--- src/rtl/cla_nibble_seq.sv ---
// Multi-cycle WIDTH-bit adder sharing one 4-bit CLA slice, LSB nibble first.
// Optional subtract/overflow support via CLA_NIBBLE_SEQ_SUB_EN.
module cla_nibble_seq #(
  parameter int WIDTH = 16
) (
  input  logic             clk,
  input  logic             rst_n,
  input  logic             in_valid,
  output logic             in_ready,
  input  logic [WIDTH-1:0] a,
  input  logic [WIDTH-1:0] b,
  input  logic             cin,
`ifdef CLA_NIBBLE_SEQ_SUB_EN
  input  logic             sub,
  output logic             ovf,
`endif
  output logic             out_valid,
  input  logic             out_ready,
  output logic [WIDTH-1:0] sum,
  output logic             cout,
  output logic             busy
);

  localparam int NIB = WIDTH / 4;
  localparam int IW  = $clog2(NIB);

  typedef enum logic [1:0] {
    IDLE,
    RUN,
    DONE
  } state_t;

  state_t r_state;
  state_t w_next;

  logic [NIB-1:0][3:0] r_a;
  logic [NIB-1:0][3:0] r_b;
  logic [NIB-1:0][3:0] r_sum;
  logic                r_c;
  logic                r_cout;
  logic [IW-1:0]       r_idx;

  logic [3:0] w_an;
  logic [3:0] w_bn;
  logic [3:0] w_p;
  logic [3:0] w_g;
  logic [3:0] w_s;
  logic [4:0] w_c;
  logic       w_acc;
  logic       w_last;
  logic [WIDTH-1:0] w_b_in;
  logic             w_c_in;

`ifdef CLA_NIBBLE_SEQ_SUB_EN
  logic r_ovf;
  assign w_b_in = sub ? ~b : b;
  assign w_c_in = sub ? 1'b1 : cin;
  assign ovf    = r_ovf;
`else
  assign w_b_in = b;
  assign w_c_in = cin;
`endif

  assign w_acc  = in_valid && (r_state == IDLE);
  assign w_last = (r_idx == IW'(NIB - 1));

  assign w_an = r_a[r_idx];
  assign w_bn = r_b[r_idx];
  assign w_p  = w_an ^ w_bn;
  assign w_g  = w_an & w_bn;

  // Carry lookahead across the nibble
  assign w_c[0] = r_c;
  assign w_c[1] = w_g[0] | (w_p[0] & r_c);
  assign w_c[2] = w_g[1] | (w_p[1] & w_g[0])
                | (w_p[1] & w_p[0] & r_c);
  assign w_c[3] = w_g[2] | (w_p[2] & w_g[1])
                | (w_p[2] & w_p[1] & w_g[0])
                | (w_p[2] & w_p[1] & w_p[0] & r_c);
  assign w_c[4] = w_g[3] | (w_p[3] & w_g[2])
                | (w_p[3] & w_p[2] & w_g[1])
                | (w_p[3] & w_p[2] & w_p[1] & w_g[0])
                | (&w_p & r_c);
  assign w_s    = w_p ^ w_c[3:0];

  always_comb begin
    w_next = r_state;
    unique case (r_state)
      IDLE:    if (in_valid) w_next = RUN;
      RUN:     if (w_last) w_next = DONE;
      DONE:    if (out_ready) w_next = IDLE;
      default: w_next = IDLE;
    endcase
  end

  always_ff @(posedge clk or negedge rst_n) begin
    if (!rst_n) r_state <= IDLE;
    else        r_state <= w_next;
  end

  always_ff @(posedge clk or negedge rst_n) begin
    if (!rst_n) begin
      r_a    <= '0;
      r_b    <= '0;
      r_sum  <= '0;
      r_c    <= 1'b0;
      r_cout <= 1'b0;
      r_idx  <= '0;
`ifdef CLA_NIBBLE_SEQ_SUB_EN
      r_ovf  <= 1'b0;
`endif
    end else if (w_acc) begin
      r_a   <= a;
      r_b   <= w_b_in;
      r_c   <= w_c_in;
      r_idx <= '0;
    end else if (r_state == RUN) begin
      r_sum[r_idx] <= w_s;
      r_c          <= w_c[4];
      r_idx        <= r_idx + 1'b1;
      if (w_last) begin
        r_cout <= w_c[4];
`ifdef CLA_NIBBLE_SEQ_SUB_EN
        r_ovf  <= w_c[3] ^ w_c[4];
`endif
      end
    end
  end

  assign in_ready  = (r_state == IDLE);
  assign out_valid = (r_state == DONE);
  assign busy      = (r_state != IDLE);
  assign sum       = r_sum;
  assign cout      = r_cout;

endmodule

--- config.mk ---
export PLATFORM = sky130hd
export DESIGN_NAME = cla_nibble_seq
export DESIGN_NICKNAME = d
export VERILOG_FILES = /design/src/rtl/cla_nibble_seq.sv
export SDC_FILE = /design/constraint.sdc
export NUM_CORES = 1
export LEC_CHECK = 0
export BUFFER_PORTS_ARGS = -buffer_cell sky130_fd_sc_hd__buf_2
export CORE_MARGIN = 5
export CORE_UTILIZATION = 40
export DETAILED_ROUTE_END_ITERATION = 6
export HOLD_SLACK_MARGIN = 0.03
export PLACE_DENSITY = 0.64
export SLEW_MARGIN = 0
export SYNTH_ARGS = -nofsm -noshare
export SYNTH_HDL_FRONTEND = slang
export SYNTH_SLANG_ARGS = --single-unit
--- constraint.sdc ---
create_clock -name clk -period 2.9 [get_ports clk]
set_input_delay 0.145 -clock clk [delete_from_list [all_inputs] [get_ports clk]]
set_output_delay 0.145 -clock clk [all_outputs]
set_load 0.005 [all_outputs]
==> flow_summary.toml, run 1 <==
[run_status]
status = "complete, no violations"

[clock_tree]
clkLatencyLatePin_ns = 0.31
cts_resized = 0
postCtsSetupRepairBufs = 0
cts_tree = "done"
path_clk_slew_ns = 0.09
cts-buffers-inserted = 5
clock_path_buffers = 2
ctsHoldBuffers = 2
cts_root_buffer = "clkbuf_8"
clock-sinks = 54
htree_levels = 2

[logic_synthesis]
synth-simple-area-share_pct = 8.026
synth_xor_area_share_pct = 0.3229
ys_ff_latch = 54
synth_area_per_cell_um2 = 14.28
ys_seq_area_share_pct = 49.82
syn_inst = 190
synth_top_family_by_area = "multiplexers"
synth-warning-count = 0
synth_nets = 236
synthAdderAreaFrac_pct = 4.428
ys_types = 40
yosys-mux-area-fraction_pct = 26.34
synth_area_leaders = "dfrtp_1 50%, mux2_4 17%, mux4_2 6.6%"
synth_top_area_share_pct = 49.82
netlist_area_mm2 = 0.002713
synth-compound-area-share_pct = 6.827
synth_top_cell_by_area = "dfrtp_1"

[timing]
whs_ns = 0.05666
min_period_ns = 2.676
clock.fmax_mhz = 373.6
setup_viol = 0
final.setup.tns_ns = 0
worst_slew_pin_slew_ns = 0.6009
rsz0062_at_grt = "no"
hold_viol = 0
max_slew_margin_pct = 59.94
maxSlewViolCount = 0
fin_skew_ns = 0.01164
post-route-period-util_pct = 92.29

[critical_path]
worst_setup_path_end_kind = "flip-flop"
crit_path_max_incr_delay_ns = 0.74
path_cells = "mux4_2 -> ha_1 -> o21ai_1 -> nor2_1 -> o31ai_1"
cp.arrival_ns = 2.88
worstPathRequired_ns = 3.11
crit_path_top_delay_cell = "dfrtp_1"
critPathKind = "reg2reg"
worstPathMaxFanout = 12
start_kind = "flip-flop"

[power_and_ir_drop]
p_leak_nw = 1.517
irDropWorstVdd_mv = 0.5986
pwr-share-comb_pct = 55.1
p_per_area_mw_per_mm2 = 1311
clkPwrFrac_pct = 9.6
p_seq_share_pct = 35.3
intPower_mw = 2.479
netSwitchingPower_mw = 1.622
finalPower_mw = 4.101
switching_share_pct = 39.55

[die]
core_area_mm2 = 0.006681
die_area_mm2 = 0.008529
rows = 30
top_level_ports = 57
die_h_um = 92.35
initial_core_util_pct = 40.60
die_x_um = 92.35

[final_layout]
layout-drive-gt1-share_pct = 45.60
post-route-util_pct = 46.80
final_cell_area_mm2 = 0.003127
n_antenna_cell = 0
final_nets = 296
mostFrequentLayoutCells = "56 x buf_2, 54 x dfrtp_1, 30 x mux2_4"
layout_commonest_cell = "buf_2"
area_delta_synth_final_pct = 15.27

[grt]
grt.overflow.total = 0
grt_pass1_vias = 1774
grt_use_total_pct = 13.34
grt_max_degree = 33
grt_first_pass_wirelength_mm = 8.949
antenna_found_initial = 0

[placement]
portBuffers = 56
placed_area_mm2 = 0.003027
post-dp-hpwl_mm = 4.085
gp_congestion = 0.7968

[drt]
dr.pass1.iters = 4
drtIter0Drc = 63
num_vias = 1696
viasPerCell = 5.139
drt-wirelength-per-cell_um = 15.89
route.detailed.drc = 0
drtAntennaViolNets = 0
wirelength_mm = 5.244

[job]
maxCapViolations = 0

[worst_hold_path]
hold_class = "in2reg"
==> metrics by stage <==
stage / setup slack (ns) / cells
floorplan: 0.5519 / 190
global placement: 0.3372 / 321
finish: 0.2236 / 330
global route: 0.03107 / 330
detailed placement: 0.2260 / 321
CTS: 0.2024 / 330
==> power by group through the flow <==
stage | Sequential, mW | Combinational, mW | Clock, mW
after floorplan | 1.32 | 1.82 | 0
after global placement | 1.46 | 2.20 | 0
after detailed placement | 1.46 | 2.27 | 0
after CTS | 1.45 | 2.28 | 0.415
after global routing | 1.51 | 2.52 | 0.444
final | 1.45 | 2.26 | 0.394
==> layer usage <==
metal	wire length, um	vias to the layer above	GRT usage, %
li1	-	820	-
met4	74	0	4.827
met2	2242	53	19.27
met1	2602	815	19.59
met5	0	-	0
met3	325	8	3.006
==> area by class of cell <==
cell class                      count  area (um2)
Timing Repair Buffer               61       322.8
Clock inverter                      1       7.507
Inverter                            7       26.28
Fill cell                         619        3555
Multi-Input combinational cell    121        1246
Sequential cell                    54        1351
Clock buffer                        6       72.57
Tap cell                           80       100.1
==> state kept, by name, indices dropped and copies added (netlist names) <==
signal	flops
r_a	16
r_state	2
cout	1
r_c	1
r_b	16
sum	16
r_idx	2
==> cells by family after synthesis <==
kind of cell / after synthesis
buf+inv: 15
compound gates: 28
flops: 54
mux: 46
fa+ha+maj: 9
xor+xnor: 1
simple gates: 37
==> worst max-delay path: cells and delay by family (launching register included) <==
kind                     cells  cell delay [ns]
adder cells (fa/ha/maj)      1             0.36
multiplexers                 1             0.59
AO/OA/AOI/OAI                2             0.71
AND/OR/NAND/NOR              1             0.18
flip-flops                   1             0.74
==> Yosys cell counts <==
cell type   n
a211o_1     1
a211oi_2    1
a21oi_1     3
a22o_1      1
a31oi_1     1
and2_1      1
and2_4      1
and2b_1     1
buf_12      3
buf_2       2
buf_6       1
clkbuf_1    2
dfrtp_1    54
fa_1        1
ha_1        8
inv_1       6
inv_2       1
mux2_2      3
mux2_4     30
mux2i_1     5
mux4_2      8
nand2_1    13
nand2b_1    1
nand3_1     5
nand3b_1    2
nand3b_2    2
nor2_1      1
nor2b_1     2
o2111ai_1   4
o21ai_0    10
o21ai_1     1
o21bai_1    1
o22ai_1     1
o31ai_1     4
or2_2       1
or2_4       1
or2b_1      1
or3b_2      1
or4_1       4
xor2_1      1
==> final timing paths <==
kind / slack [ns] / end / from / depth (start not counted)
hold reg to reg: 0.48 / sum[1] / sum[1] / 2
hold / removal: 0.06 / r_b[8] / b[8] / 2
max in group asynchronous: 1.94 / sum[1] / rst_n / 3
setup / recovery: 0.22 / sum[2] / r_idx[0] / 5
min in group asynchronous: 0.32 / r_b[6] / rst_n / 2
setup reg to reg: 0.22 / sum[2] / r_idx[0] / 5
Power figures use the tool's default switching activity.
==> inputs of run 2 (changes only) <==
- ABC_AREA: unset -> 1
- PLACE_DENSITY: 0.64 -> 0.65
==> run 2 against run 1 <==
Worst hold slack improved by 0.0014 ns. Register-to-register slack gained 0.40 ns. Non-clock buffer count down 1. Wire length shrank 1.4%. Critical path type unchanged. Largest cell class unchanged.
==> flow_summary.toml, run 2 <==
[grt]
grt_max_degree = 35
grt.overflow.total = 0
antenna_found_initial = 0
grt_use_total_pct = 13.30
grt_pass1_vias = 2013
grt_first_pass_wirelength_mm = 9.177

[final_layout]
fillers = 602
mostFrequentLayoutCells = "56 x nand2_1, 56 x buf_2, 54 x dfrtp_1"
final_nets = 354
layout-drive-gt1-share_pct = 33.01
n_antenna_cell = 0
area_delta_synth_final_pct = 19.03

[logic_synthesis]
synth_area_leaders = "dfrtp_1 51%, mux2_4 16%, nand2_1 8.0%"
synthFlopType = "dfrtp_1"
netlist_area_mm2 = 0.002644
ys_types = 25
ys_seq_area_share_pct = 51.11
synth_area_per_cell_um2 = 10.66
yosysMostFrequentCell = "nand2_1"
synthTopCellsByCount = "56 x nand2_1, 54 x dfrtp_1, 29 x mux2_4"
synth-warning-count = 0
synth_top_cell_by_area = "dfrtp_1"
synthArstFlopShare_pct = 100.0
synth_nets = 294
syn_inst = 248
synth_edf_count = 0
ys_ff_latch = 54
synth_top_area_share_pct = 51.11

[run_status]
status = "complete, no violations"

[critical_path]
r2r_setup_slack_ns = 0.63
crit_start = "r_idx[1]"
crit_path_max_incr_delay_ns = 0.49
critPathKind = "reg2reg"
worstPathRequired_ns = 3.15
cp-endpoint = "sum[1]"
worstPathMaxFanout = 13
path_cells = "inv_1 -> a21oi_1 -> a32oi_1 -> inv_1 -> fa_1 -> xnor2_1 -> nand2_1 -> nand2_1"
worst_setup_path_end_kind = "flip-flop"
cp.arrival_ns = 2.53
timing.rr.end = "sum[1]"
crit_path_top_delay_cell = "dfrtp_1"
reg2reg_depth = 8
worstReg2RegStart = "r_idx[1]"
start_kind = "flip-flop"

[worst_hold_path]
hold_class = "in2reg"

[die]
top_level_ports = 57
initial_core_util_pct = 41.40
die_h_um = 91.30
rows = 29
die_x_um = 91.30
core_area_mm2 = 0.006386
die_area_mm2 = 0.008336

[clock_tree]
cts_root_buffer = "clkbuf_8"
cts_resized = 0
ctsHoldBuffers = 2
path_clk_slew_ns = 0.09
postCtsSetupRepairBufs = 0
htree_levels = 2
cts_tree = "done"
clock_path_buffers = 2
cts-buffers-inserted = 5
clkLatencyLatePin_ns = 0.31
clock-sinks = 54

[timing]
setup_slack_ns = 0.6275
clock.fmax_mhz = 440.0
fin_skew_ns = 0.004406
setup_viol = 0
maxSlewViolCount = 0
max_slew_margin_pct = 59.51
rsz0062_at_grt = "no"
min_period_ns = 2.272
whs_ns = 0.05802
worst_slew_pin_slew_ns = 0.6074
hold_viol = 0
final.setup.tns_ns = 0
post-route-period-util_pct = 78.36

[drt]
drt-wirelength-per-cell_um = 13.40
drtAntennaViolNets = 0
num_vias = 1884
wirelength_mm = 5.173
route.detailed.drc = 0
dr.pass1.iters = 4
drtIter0Drc = 65
viasPerCell = 4.881

[placement]
post-dp-hpwl_mm = 3.955
portBuffers = 56
pre_cts_ws_ns = 0.5971
gp_congestion = 0.8220

[power_and_ir_drop]
irDropWorstVdd_mv = 0.6293
p_leak_nw = 1.666
p_per_area_mw_per_mm2 = 1322

[job]
maxCapViolations = 0
==> run 2: cell count changes after synthesis, sizes merged, moves of 5 or more <==
| cell | previous run | this run |
|---|---|---|
| nand2 | 13 | 58 |
| inv | 7 | 20 |
| mux4 | 8 | 0 |
| nor2 | 1 | 20 |
| o21ai | 11 | 20 |
| nand3 | 5 | 11 |
| o22ai | 1 | 6 |
| mux2i | 5 | 0 |
==> run 2: kinds of logic after synthesis <==
family                   synth area share, %
AO/OA/AOI/OAI                          6.910
XOR/XNOR                              0.3313
adder cells (fa/ha/maj)                4.543
buffers and inverters                  4.922
flip-flops                             51.11
multiplexers                           17.75
AND/OR/NAND/NOR                        14.43
==> run 2: worst max-delay path: cells and delay by family, from the launching register on <==
kind	cells	cell delay (ns)
flops	1	0.49
simple gates	2	0.20
xor+xnor	1	0.40
fa+ha+maj	1	0.42
buf+inv	2	0.42
compound gates	2	0.30
==> run 2: per-stage QoR <==
stage	util (%)	instance area [um2]	instances	power, mW
after global routing	49.28	3147	386	4.587
after floorplan	-	2644	248	3.007
final	49.28	3147	386	4.161
after CTS	49.28	3147	386	4.208
after detailed placement	46.73	2984	376	3.596
after global placement	46.73	2984	376	3.545
==> run 2: how the worst min path moves through the flow <==
stage | cells past startpoint | from | endpoint
after floorplan | 0 | rst_n | cout
after global placement | 1 | rst_n | r_state[1]
after detailed placement | 1 | rst_n | r_state[1]
after CTS | 2 | b[7] | r_b[7]
after global routing | 2 | a[13] | r_a[13]
final | 2 | b[4] | r_b[4]
==> run 2: where the power goes <==
| part | internal, mW | switching, mW |
|---|---|---|
| clock network | 0.368 | 0.242 |
| logic | 0.990 | 1.18 |
| registers | 1.14 | 0.247 |
==> run 2: routing by layer <==
metal  vias up  track usage, %  share of wire (%)
li1        941               -                  -
met1       873           18.61                 49
met2        58           19.35                 42
met3        12           4.298                7.4
met4         0           4.768                1.6
met5         -               0                  0
==> run 2: final cells by class <==
class	instances	area (um2)	share of cell area, %
Clock inverter	2	60.06	1.909
Timing Repair Buffer	60	315.3	10.02
Clock buffer	6	82.58	2.624
Multi-Input combinational cell	166	1162	36.94
Tap cell	77	96.34	3.062
Inverter	21	78.83	2.505
Sequential cell	54	1351	42.94
==> inputs of run 3 (changes only) <==
- clock period: 2.9 -> 2.34 ns (I/O delays scaled with it)
==> run 3 against run 2 <==
Critical path depth unchanged. Count of clock-buffer cells in the layout shrank 1. Wire length grew 6.9%. Clock skew decreased by 0.00051 ns. Total power is 20% higher. Non-clock buffer count increased by 24. Critical path type unchanged. Critical endpoint is now sum[5].
==> flow_summary.toml, run 3 (synthesis gave the netlist of run 2 again) <==
[run_status]
status = "complete, no violations"

[final_layout]
fillers = 593
layout-drive-gt1-share_pct = 31.33
final_nets = 378
area_delta_synth_final_pct = 25.89
n_antenna_cell = 0
final_cell_area_mm2 = 0.003328
mostFrequentLayoutCells = "56 x nand2_1, 56 x buf_2, 54 x dfrtp_1"

[timing]
whs_ns = 0.03777
clock.fmax_mhz = 482.9
fin_skew_ns = 0.003897
post-route-period-util_pct = 88.50
maxSlewViolCount = 0
rsz0062_at_grt = "no"
setup_viol = 0
hold_viol = 0
worst_slew_pin_slew_ns = 0.6433
min_period_ns = 2.071
setup_slack_ns = 0.2692
max_slew_margin_pct = 57.11
final.setup.tns_ns = 0

[clock_tree]
cts_tree = "done"
cts-buffers-inserted = 5
path_clk_slew_ns = 0.09
clkLatencyLatePin_ns = 0.31
postCtsSetupRepairBufs = 0
clock_path_buffers = 2
htree_levels = 2
cts_root_buffer = "clkbuf_8"
cts_resized = 0
clock-sinks = 54

[drt]
drtIter0Drc = 77
wirelength_mm = 5.530
dr.pass1.iters = 4
num_vias = 1970
drt-wirelength-per-cell_um = 13.52
drtAntennaViolNets = 0
viasPerCell = 4.817
route.detailed.drc = 0

[die]
rows = 29
top_level_ports = 57
die_x_um = 91.30
core_area_mm2 = 0.006386
die_area_mm2 = 0.008336
initial_core_util_pct = 41.40
die_h_um = 91.30

[power_and_ir_drop]
p_per_area_mw_per_mm2 = 1498
finalPower_mw = 4.987
irDropWorstVdd_mv = 0.6517
p_leak_nw = 1.745

[placement]
pre_cts_ws_ns = 0.2575
placed_area_mm2 = 0.003019
post-dp-hpwl_mm = 4.125
gp_congestion = 0.8080
portBuffers = 56

[critical_path]
worstPathMaxFanout = 13
worstPathRequired_ns = 2.59
worstReg2RegStart = "r_idx[1]"
r2r_setup_slack_ns = 0.27
cp.arrival_ns = 2.32
reg2reg_depth = 8
start_kind = "flip-flop"
critPathKind = "reg2reg"
cp-endpoint = "sum[5]"
worst_setup_path_end_kind = "flip-flop"
timing.rr.end = "sum[5]"
crit_start = "r_idx[1]"

[worst_hold_path]
hold_class = "in2reg"

[grt]
grt_pass1_vias = 2057
grt_use_total_pct = 14.03
grt_max_degree = 35
grt.overflow.total = 0
antenna_found_initial = 0
grt_first_pass_wirelength_mm = 9.591

[job]
maxCapViolations = 0
[run 3: changes by cell type in the layout (fill, tap and decap cells not counted)]
cell	delta
clkbuf_8	-1
bufinv_16	-2
dlygate4sd3_1	+21
buf_4	+2
buf_12	+1
clkinv_2	+2
[run 3: metrics by stage]
stage | util (%) | instances
after floorplan | - | 248
after global placement | 47.28 | 379
after detailed placement | 47.28 | 379
after CTS | 51.65 | 406
after global routing | 52.12 | 409
final | 52.12 | 409
[run 3: repair_timing]
action / CTS / global route
hold buffers: 20 / 3
endpoints found under the hold margin: 44 / 3
endpoints found under the setup margin: 0 / 0
[run 3: worst min path at each step]
| stage | startpoint | endpoint | cells past startpoint |
|---|---|---|---|
| floorplan | rst_n | cout | 0 |
| global placement | rst_n | r_state[1] | 1 |
| detailed placement | rst_n | sum[12] | 1 |
| CTS | a[11] | r_a[11] | 2 |
| global route | b[8] | r_b[8] | 2 |
| finish | a[11] | r_a[11] | 2 |
[run 3: power breakdown]
part | leakage, nW | internal (mW) | total [mW] | switching, mW
clock | 0.0438 | 0.202 | 0.498 | 0.296
sequential | 0.651 | 1.41 | 1.70 | 0.288
combinational | 1.05 | 1.29 | 2.79 | 1.50
[run 3: final cells by class]
type	count	area [um2]	area share [%]
clock buffer	5	68.82	2.068
clock inverter	2	10.01	0.3008
inverter	21	78.83	2.368
multi-input combinational	166	1162	34.92
sequential	54	1351	40.60
tap	77	96.34	2.895
timing repair buffer	84	560.5	16.84
[run 3: worst max-delay path: stages (launching register included)]
cell and delay, ns:
dfrtp_1 0.39, inv_1 0.27, a21oi_1 0.08, a32oi_1 0.25, inv_1 0.10, fa_1 0.41
xnor2_1 0.35, nand2_1 0.08, nand2_1 0.08
[run 3: metal layers]
layer / global-route usage [%] / vias to the layer above / part of all wire (%)
met4: 3.667 / 0 / 1.2
met2: 21.75 / 50 / 45
met1: 19.92 / 924 / 49
li1: - / 988 / -
met3: 3.223 / 8 / 5.3
met5: 0 / - / 0
